<file path="config.mk">
export PLATFORM = sky130hd
export DESIGN_NAME = seg7_score_decoder_flat
export DESIGN_NICKNAME = d
export VERILOG_FILES = /design/src/rtl/seg7_score_decoder_if.sv /design/src/rtl/seg7_score_decoder.sv /design/src/flat_wrapper.sv
export SDC_FILE = /design/constraint.sdc
export NUM_CORES = 1
export LEC_CHECK = 0
export BUFFER_PORTS_ARGS = -buffer_cell sky130_fd_sc_hd__buf_4
export CORE_UTILIZATION = 41
export CTS_BUF_LIST = sky130_fd_sc_hd__clkbuf_8
export CTS_CLUSTER_DIAMETER = 150
export DETAILED_ROUTE_END_ITERATION = 16
export GPL_ROUTABILITY_DRIVEN = 1
export HOLD_SLACK_MARGIN = 0.12
export PLACE_DENSITY = 0.58
export REMOVE_ABC_BUFFERS = 1
export SLEW_MARGIN = 25
export SYNTH_ARGS = -nofsm -noshare
export SYNTH_HDL_FRONTEND = slang
export SYNTH_SLANG_ARGS = --single-unit
</file>
<file path="constraint.sdc">
create_clock -name clk -period 9.81 [get_ports clk]
set_input_delay 1.4715 -clock clk [delete_from_list [all_inputs] [get_ports clk]]
set_output_delay 1.4715 -clock clk [all_outputs]
set_load 0.05 [all_outputs]
</file>
<file path="src/rtl/seg7_score_decoder_if.sv">
// Request/result bundle for the 7-segment score decoder.
// master: drives start and the six digit codes; slave: the decoder.
interface seg7_score_decoder_if #(
   parameter int unsigned SCORE_W = 11
);
   logic               start;
   logic [7:0]         hex0;
   logic [7:0]         hex1;
   logic [7:0]         hex2;
   logic [7:0]         hex3;
   logic [7:0]         hex4;
   logic [7:0]         hex5;
   logic               busy;
   logic               done;
   logic [SCORE_W-1:0] score;
   logic               err;
   logic               ovf;

   modport master (
      output start, hex0, hex1, hex2, hex3, hex4, hex5,
      input  busy, done, score, err, ovf
   );

   modport slave (
      input  start, hex0, hex1, hex2, hex3, hex4, hex5,
      output busy, done, score, err, ovf
   );
endinterface

</file>
<file path="src/rtl/seg7_score_decoder.sv">
// Serial decoder: six captured active-low 7-segment codes -> saturated binary score.
// Optional macro SEG7_DECODE_BLANK_EN: a blank digit (all segments off) decodes as 0 without error.
module seg7_score_decoder #(
   parameter int unsigned SCORE_W = 11
) (
   input logic                 clk,
   input logic                 reset,
   seg7_score_decoder_if.slave bus
);

   localparam int unsigned ACC_W      = 20;
   localparam int unsigned IDX_W      = 3;
   localparam int unsigned HEX_W      = 8;
   localparam int unsigned SEG_W      = 7;
   localparam int unsigned DIGIT_W    = 4;
   localparam int unsigned NUM_DIGITS = 6;
   localparam int unsigned CMP_W      = 64;

   localparam logic [IDX_W-1:0] IDX_MSD   = IDX_W'(NUM_DIGITS - 1);
   localparam logic [CMP_W-1:0] SCORE_MAX = (CMP_W'(1) << SCORE_W) - CMP_W'(1);

   typedef enum logic [1:0] {
      IDLE   = 2'd0,
      DECODE = 2'd1,
      DONE   = 2'd2
   } state_t;

   state_t                              state_q, state_d;
   logic [NUM_DIGITS-1:0][HEX_W-1:0]    shadow_q, shadow_d;
   logic [ACC_W-1:0]                    acc_q, acc_d;
   logic [IDX_W-1:0]                    idx_q, idx_d;
   logic                                err_flag_q, err_flag_d;
   logic                                busy_q, busy_d;
   logic                                done_q, done_d;
   logic [SCORE_W-1:0]                  score_q, score_d;
   logic                                err_q, err_d;
   logic                                ovf_q, ovf_d;

   logic [HEX_W-1:0]                    cur_code_c;
   logic [DIGIT_W-1:0]                  cur_digit_c;
   logic                                cur_valid_c;
   logic [ACC_W-1:0]                    acc_mac_c;
   logic                                acc_ovf_c;

   // Segment pattern (dp stripped) -> {valid, digit}; unknown patterns give digit 0.
   function automatic logic [DIGIT_W:0] decode_seg(input logic [SEG_W-1:0] seg);
      logic [DIGIT_W:0] res;
      res = {1'b0, DIGIT_W'(0)};
      case (seg)
         7'h40:   res = {1'b1, DIGIT_W'(0)};
         7'h79:   res = {1'b1, DIGIT_W'(1)};
         7'h24:   res = {1'b1, DIGIT_W'(2)};
         7'h30:   res = {1'b1, DIGIT_W'(3)};
         7'h19:   res = {1'b1, DIGIT_W'(4)};
         7'h12:   res = {1'b1, DIGIT_W'(5)};
         7'h02:   res = {1'b1, DIGIT_W'(6)};
         7'h78:   res = {1'b1, DIGIT_W'(7)};
         7'h00:   res = {1'b1, DIGIT_W'(8)};
         7'h18:   res = {1'b1, DIGIT_W'(9)};
`ifdef SEG7_DECODE_BLANK_EN
         7'h7F:   res = {1'b1, DIGIT_W'(0)};
`endif
         default: res = {1'b0, DIGIT_W'(0)};
      endcase
      return res;
   endfunction

   // Datapath for the digit currently selected by the index.
   always_comb begin
      cur_code_c                 = shadow_q[idx_q];
      {cur_valid_c, cur_digit_c} = decode_seg(cur_code_c[SEG_W-1:0]);
      acc_mac_c                  = (acc_q * ACC_W'(10)) + ACC_W'(cur_digit_c);
      acc_ovf_c                  = CMP_W'(acc_mac_c) > SCORE_MAX;
   end

   // State register.
   always_ff @(posedge clk or posedge reset) begin
      if (reset) begin
         state_q <= IDLE;
      end else begin
         state_q <= state_d;
      end
   end

   // Next state and next values of every datapath/output register.
   always_comb begin
      state_d    = state_q;
      shadow_d   = shadow_q;
      acc_d      = acc_q;
      idx_d      = idx_q;
      err_flag_d = err_flag_q;
      busy_d     = busy_q;
      done_d     = 1'b0;
      score_d    = score_q;
      err_d      = err_q;
      ovf_d      = ovf_q;

      case (state_q)
         IDLE: begin
            if (bus.start) begin
               shadow_d   = {bus.hex5, bus.hex4, bus.hex3, bus.hex2, bus.hex1, bus.hex0};
               acc_d      = '0;
               err_flag_d = 1'b0;
               idx_d      = IDX_MSD;
               busy_d     = 1'b1;
               state_d    = DECODE;
            end
         end

         DECODE: begin
            acc_d      = acc_mac_c;
            err_flag_d = err_flag_q | ~cur_valid_c;
            if (idx_q == '0) begin
               // Last digit: publish the result straight from the final MAC value.
               score_d = acc_ovf_c ? '1 : SCORE_W'(acc_mac_c);
               ovf_d   = acc_ovf_c;
               err_d   = err_flag_q | ~cur_valid_c;
               busy_d  = 1'b0;
               state_d = DONE;
            end else begin
               idx_d = idx_q - IDX_W'(1);
            end
         end

         DONE: begin
            done_d  = 1'b1;
            state_d = IDLE;
         end

         default: begin
            busy_d  = 1'b0;
            state_d = IDLE;
         end
      endcase
   end

   // Datapath and output registers.
   always_ff @(posedge clk or posedge reset) begin
      if (reset) begin
         shadow_q   <= '0;
         acc_q      <= '0;
         idx_q      <= '0;
         err_flag_q <= 1'b0;
         busy_q     <= 1'b0;
         done_q     <= 1'b0;
         score_q    <= '0;
         err_q      <= 1'b0;
         ovf_q      <= 1'b0;
      end else begin
         shadow_q   <= shadow_d;
         acc_q      <= acc_d;
         idx_q      <= idx_d;
         err_flag_q <= err_flag_d;
         busy_q     <= busy_d;
         done_q     <= done_d;
         score_q    <= score_d;
         err_q      <= err_d;
         ovf_q      <= ovf_d;
      end
   end

   assign bus.busy  = busy_q;
   assign bus.done  = done_q;
   assign bus.score = score_q;
   assign bus.err   = err_q;
   assign bus.ovf   = ovf_q;

endmodule

</file>
<file path="src/flat_wrapper.sv">
// flat-port wrapper written by rule: the top's interface ports become plain ports
module seg7_score_decoder_flat 
#(
   parameter int unsigned SCORE_W = 11
)
  (clk, reset, bus_start, bus_hex0, bus_hex1, bus_hex2, bus_hex3, bus_hex4, bus_hex5, bus_busy, bus_done, bus_score, bus_err, bus_ovf);
  seg7_score_decoder_if #(.SCORE_W(SCORE_W)) bus_i ();
  input logic clk;
  input logic reset;
  input wire logic [$bits(bus_i.start)-1:0] bus_start;
  input wire logic [$bits(bus_i.hex0)-1:0] bus_hex0;
  input wire logic [$bits(bus_i.hex1)-1:0] bus_hex1;
  input wire logic [$bits(bus_i.hex2)-1:0] bus_hex2;
  input wire logic [$bits(bus_i.hex3)-1:0] bus_hex3;
  input wire logic [$bits(bus_i.hex4)-1:0] bus_hex4;
  input wire logic [$bits(bus_i.hex5)-1:0] bus_hex5;
  output wire logic [$bits(bus_i.busy)-1:0] bus_busy;
  output wire logic [$bits(bus_i.done)-1:0] bus_done;
  output wire logic [$bits(bus_i.score)-1:0] bus_score;
  output wire logic [$bits(bus_i.err)-1:0] bus_err;
  output wire logic [$bits(bus_i.ovf)-1:0] bus_ovf;
  assign bus_i.start = bus_start;
  assign bus_i.hex0 = bus_hex0;
  assign bus_i.hex1 = bus_hex1;
  assign bus_i.hex2 = bus_hex2;
  assign bus_i.hex3 = bus_hex3;
  assign bus_i.hex4 = bus_hex4;
  assign bus_i.hex5 = bus_hex5;
  assign bus_busy = bus_i.busy;
  assign bus_done = bus_i.done;
  assign bus_score = bus_i.score;
  assign bus_err = bus_i.err;
  assign bus_ovf = bus_i.ovf;
  seg7_score_decoder #(.SCORE_W(SCORE_W)) u_core (.clk(clk), .reset(reset), .bus(bus_i));
endmodule
</file>
==> reports/metrics.cfg <==
[sta]
period_minus_slack_ps = 5780
fin_crit_sh_pct = 58.9
setup_viol = 0
hold_slack_ps = 497
fin_tns_setup_ps = 0
worst_pin_slew_ps = 923
rsz0062_at_grt = false
skew_ps = 11.2
finalHoldViolCount = 0
drv_slew = 0
clock.fmax_mhz = 173
maxSlewHeadroom_pct = 38.4

[power]
p_clk_share_pct = 11.1
p_sw_w = 0.00105
vdd_ir_drop_max_mv = 0.162
power_density_nw_per_um2 = 376
p_seq_share_pct = 26.6
power_w = 0.00229
combPwrFrac_pct = 62.3
switching_share_pct = 46.1
p_leak_nw = 2.68
intPower_w = 0.00123

[synth]
yosysSeqAreaShare_pct = 38.9
synth_top_area_cell = dfrtp_1
synth_top_area_share_pct = 38.9
syn_avg_cell_area_sq_um = 10.6
synth-seq-cells = 82
synth_top_flop_cell = dfrtp_1
synth.area.mux_share_pct = 13.9
synthSimpleGateAreaFrac_pct = 14.2
syn_inst = 495
synth-compound-area-share_pct = 16.1
synth_fa_ha_area_share_pct = 9.31
synth_edf_count = 0
yosys.cell_types.count = 75
synth-async-reset-ratio_pct = 100
synth-xor-area-share_pct = 4.65
synthTopCellsByArea = dfrtp_1, mux2_2, ha_1
ys.warnings.count = 0
synth_top_family_by_area = compound AO/OA/AOI/OAI gates
synth_area_sq_um = 5270

[floorplanning]
die_area_sq_um = 13300
die_x_um = 115
die_h_um = 115
io_pins = 66
start_util_pct = 41.9
core_area_sq_um = 12600
rows = 41

[critical_path]
startpoint_type = register
crit_fanout = 19
cp.arrival_ps = 6030
critical_path_class = register to register
endpoint_kind = register
cp.required_ps = 10060

[layout]
antennaDiodeCount = 0
regArea_sq_um = 2050
fin_nets = 641
final_cell_mix = dfrtp_1, buf_4, mux2_2
multi_input_area_sq_um = 3070
layout-drive-gt1-share_pct = 30.0
final_common_cell = dfrtp_1
final_area_sq_um = 6080
area_delta_synth_final_pct = 15.4
num-fill-cells = 1225
fin_util_pct = 48.4

[cts]
post-cts-setup-buffers = 0
clk_path_buf_depth = 2
insertion_delay_ps = 370
numCtsBuffers = 9
htreeDepth = 3
clkSinkCount = 82
cts_tree = yes
ctsHoldBuffers = 0
cts_root_buf = clkbuf_8
path_clk_slew_ps = 80
cts.repair.resized = 0

[placement]
gp_congestion = 0.868
hpwl_um = 8490
io_buffers = 59
placed_cell_area_sq_um = 5860

[global_routing]
grt_pass1_wl_um = 19700
grt_use_total_pct = 19.3
antenna_found_initial = 0
grt_max_degree = 83
grt_pass1_vias = 4024
grt_overflow = 0

[outcome]
outcome = finished clean

[routing]
detail_route.vias_per_cell = 5.43
drc_errors = 0
num_vias = 3960
drtIter0Drc = 158
routed_wl_um = 11600
wire_per_inst_um = 15.9
drtPass1Iterations = 4
ant_nets = 0

[hold_path]
hp-class = register to register

[flow_run]
drv_cap = 0

==> layer usage <==
| layer | track usage, % | vias up | routed length [um] |
|---|---|---|---|
| li1 | - | 1940 | - |
| met1 | 23.9 | 1946 | 5300 |
| met2 | 33.3 | 64 | 5770 |
| met3 | 4.59 | 10 | 379 |
| met4 | 5.54 | 0 | 125 |
| met5 | 0 | - | 0 |
==> flip-flops by register name, indices dropped and copies added, names as in the netlist <==
name / cells
u_core.bus.done: 1
u_core.shadow_q: 42
u_core.bus.score: 11
u_core.acc_q: 19
u_core.bus.err: 1
u_core.bus.ovf: 1
u_core.bus.busy: 1
u_core.state_q: 2
u_core.err_flag_q: 1
u_core.idx_q: 3
==> cell type report <==
cell class / instances / share of cell area (%)
Clock buffer: 10 / 2.26
Sequential cell: 82 / 33.7
Timing Repair Buffer: 63 / 7.90
Tap cell: 172 / 3.54
Multi-Input combinational cell: 379 / 50.4
Inverter: 17 / 1.07
Clock inverter: 6 / 1.07
==> synth_stat cells, types with 3 or more instances <==
master and instances:
a211o_1 3, a211oi_1 5, a21o_1 7, a21oi_1 20, a21oi_2 9, a31oi_1 4
and3_1 3, clkbuf_1 10, dfrtp_1 82, ha_1 36, inv_1 16, mux2_2 42
mux2i_1 10, mux4_2 7, nand2_1 28, nand2b_1 4, nand3_1 12, nand4_1 5
nor2_1 35, nor2b_1 6, nor3_1 8, nor3b_1 5, o211ai_1 5, o21a_1 7
o21ai_0 22, o21ai_1 4, o21bai_1 4, o22ai_1 3, or2_2 7, or3_1 3
xnor2_1 19, xor2_1 9
==> per-stage QoR <==
step	setup slack, ps	std cells
finish	4030	729
global route	3520	729
global placement	3940	712
CTS	3730	728
detailed placement	3850	712
floorplan	4470	478
==> critical path, stage by stage, from the launching register on <==
cell	delay, ps
dfrtp_1	340
buf_4	310
mux4_2	560
a21oi_1	560
nand2_1	130
nor2b_1	170
o31ai_1	230
ha_1	210
inv_1	50
fa_1	400
nor2b_1	170
o2111ai_1	170
nor3_1	380
nand4_1	300
or2_0	310
o21ai_0	230
nand3_1	150
nor4_4	630
buf_6	230
a21oi_1	80
==> worst paths after layout <==
| check | from | to | slack (ps) | depth (start not counted) |
|---|---|---|---|---|
| worst max-delay path | u_core.idx_q[0] | u_core.bus.score[1] | 4030 | 19 |
| max in group asynchronous | reset | u_core.acc_q[15] | 8000 | 3 |
| worst max register to register | u_core.idx_q[0] | u_core.bus.score[1] | 4030 | 19 |
| worst min-delay path | u_core.acc_q[17] | u_core.acc_q[17] | 500 | 1 |
| worst min register to register | u_core.acc_q[17] | u_core.acc_q[17] | 500 | 1 |
| min in group asynchronous | reset | u_core.acc_q[3] | 1310 | 3 |
==> kinds of logic after synthesis <==
| family | after synthesis |
|---|---|
| xor gates and xnor gates | 28 |
| adders and majority gates | 38 |
| AOI/OAI and AO/OA | 118 |
| and+or+nand+nor | 136 |
| muxes | 59 |
| DFF | 82 |
| buffers and inverters | 34 |
==> power by group through the flow <==
stage / combinational, W / clock (W) / sequential [W]
floorplan: 0.00102 / 0 / 0.000690
global placement: 0.00140 / 0 / 0.000609
detailed placement: 0.00143 / 0 / 0.000618
CTS: 0.00144 / 0.000266 / 0.000611
global route: 0.00158 / 0.000276 / 0.000634
finish: 0.00143 / 0.000253 / 0.000609
(Power assumes the default switching activity.)
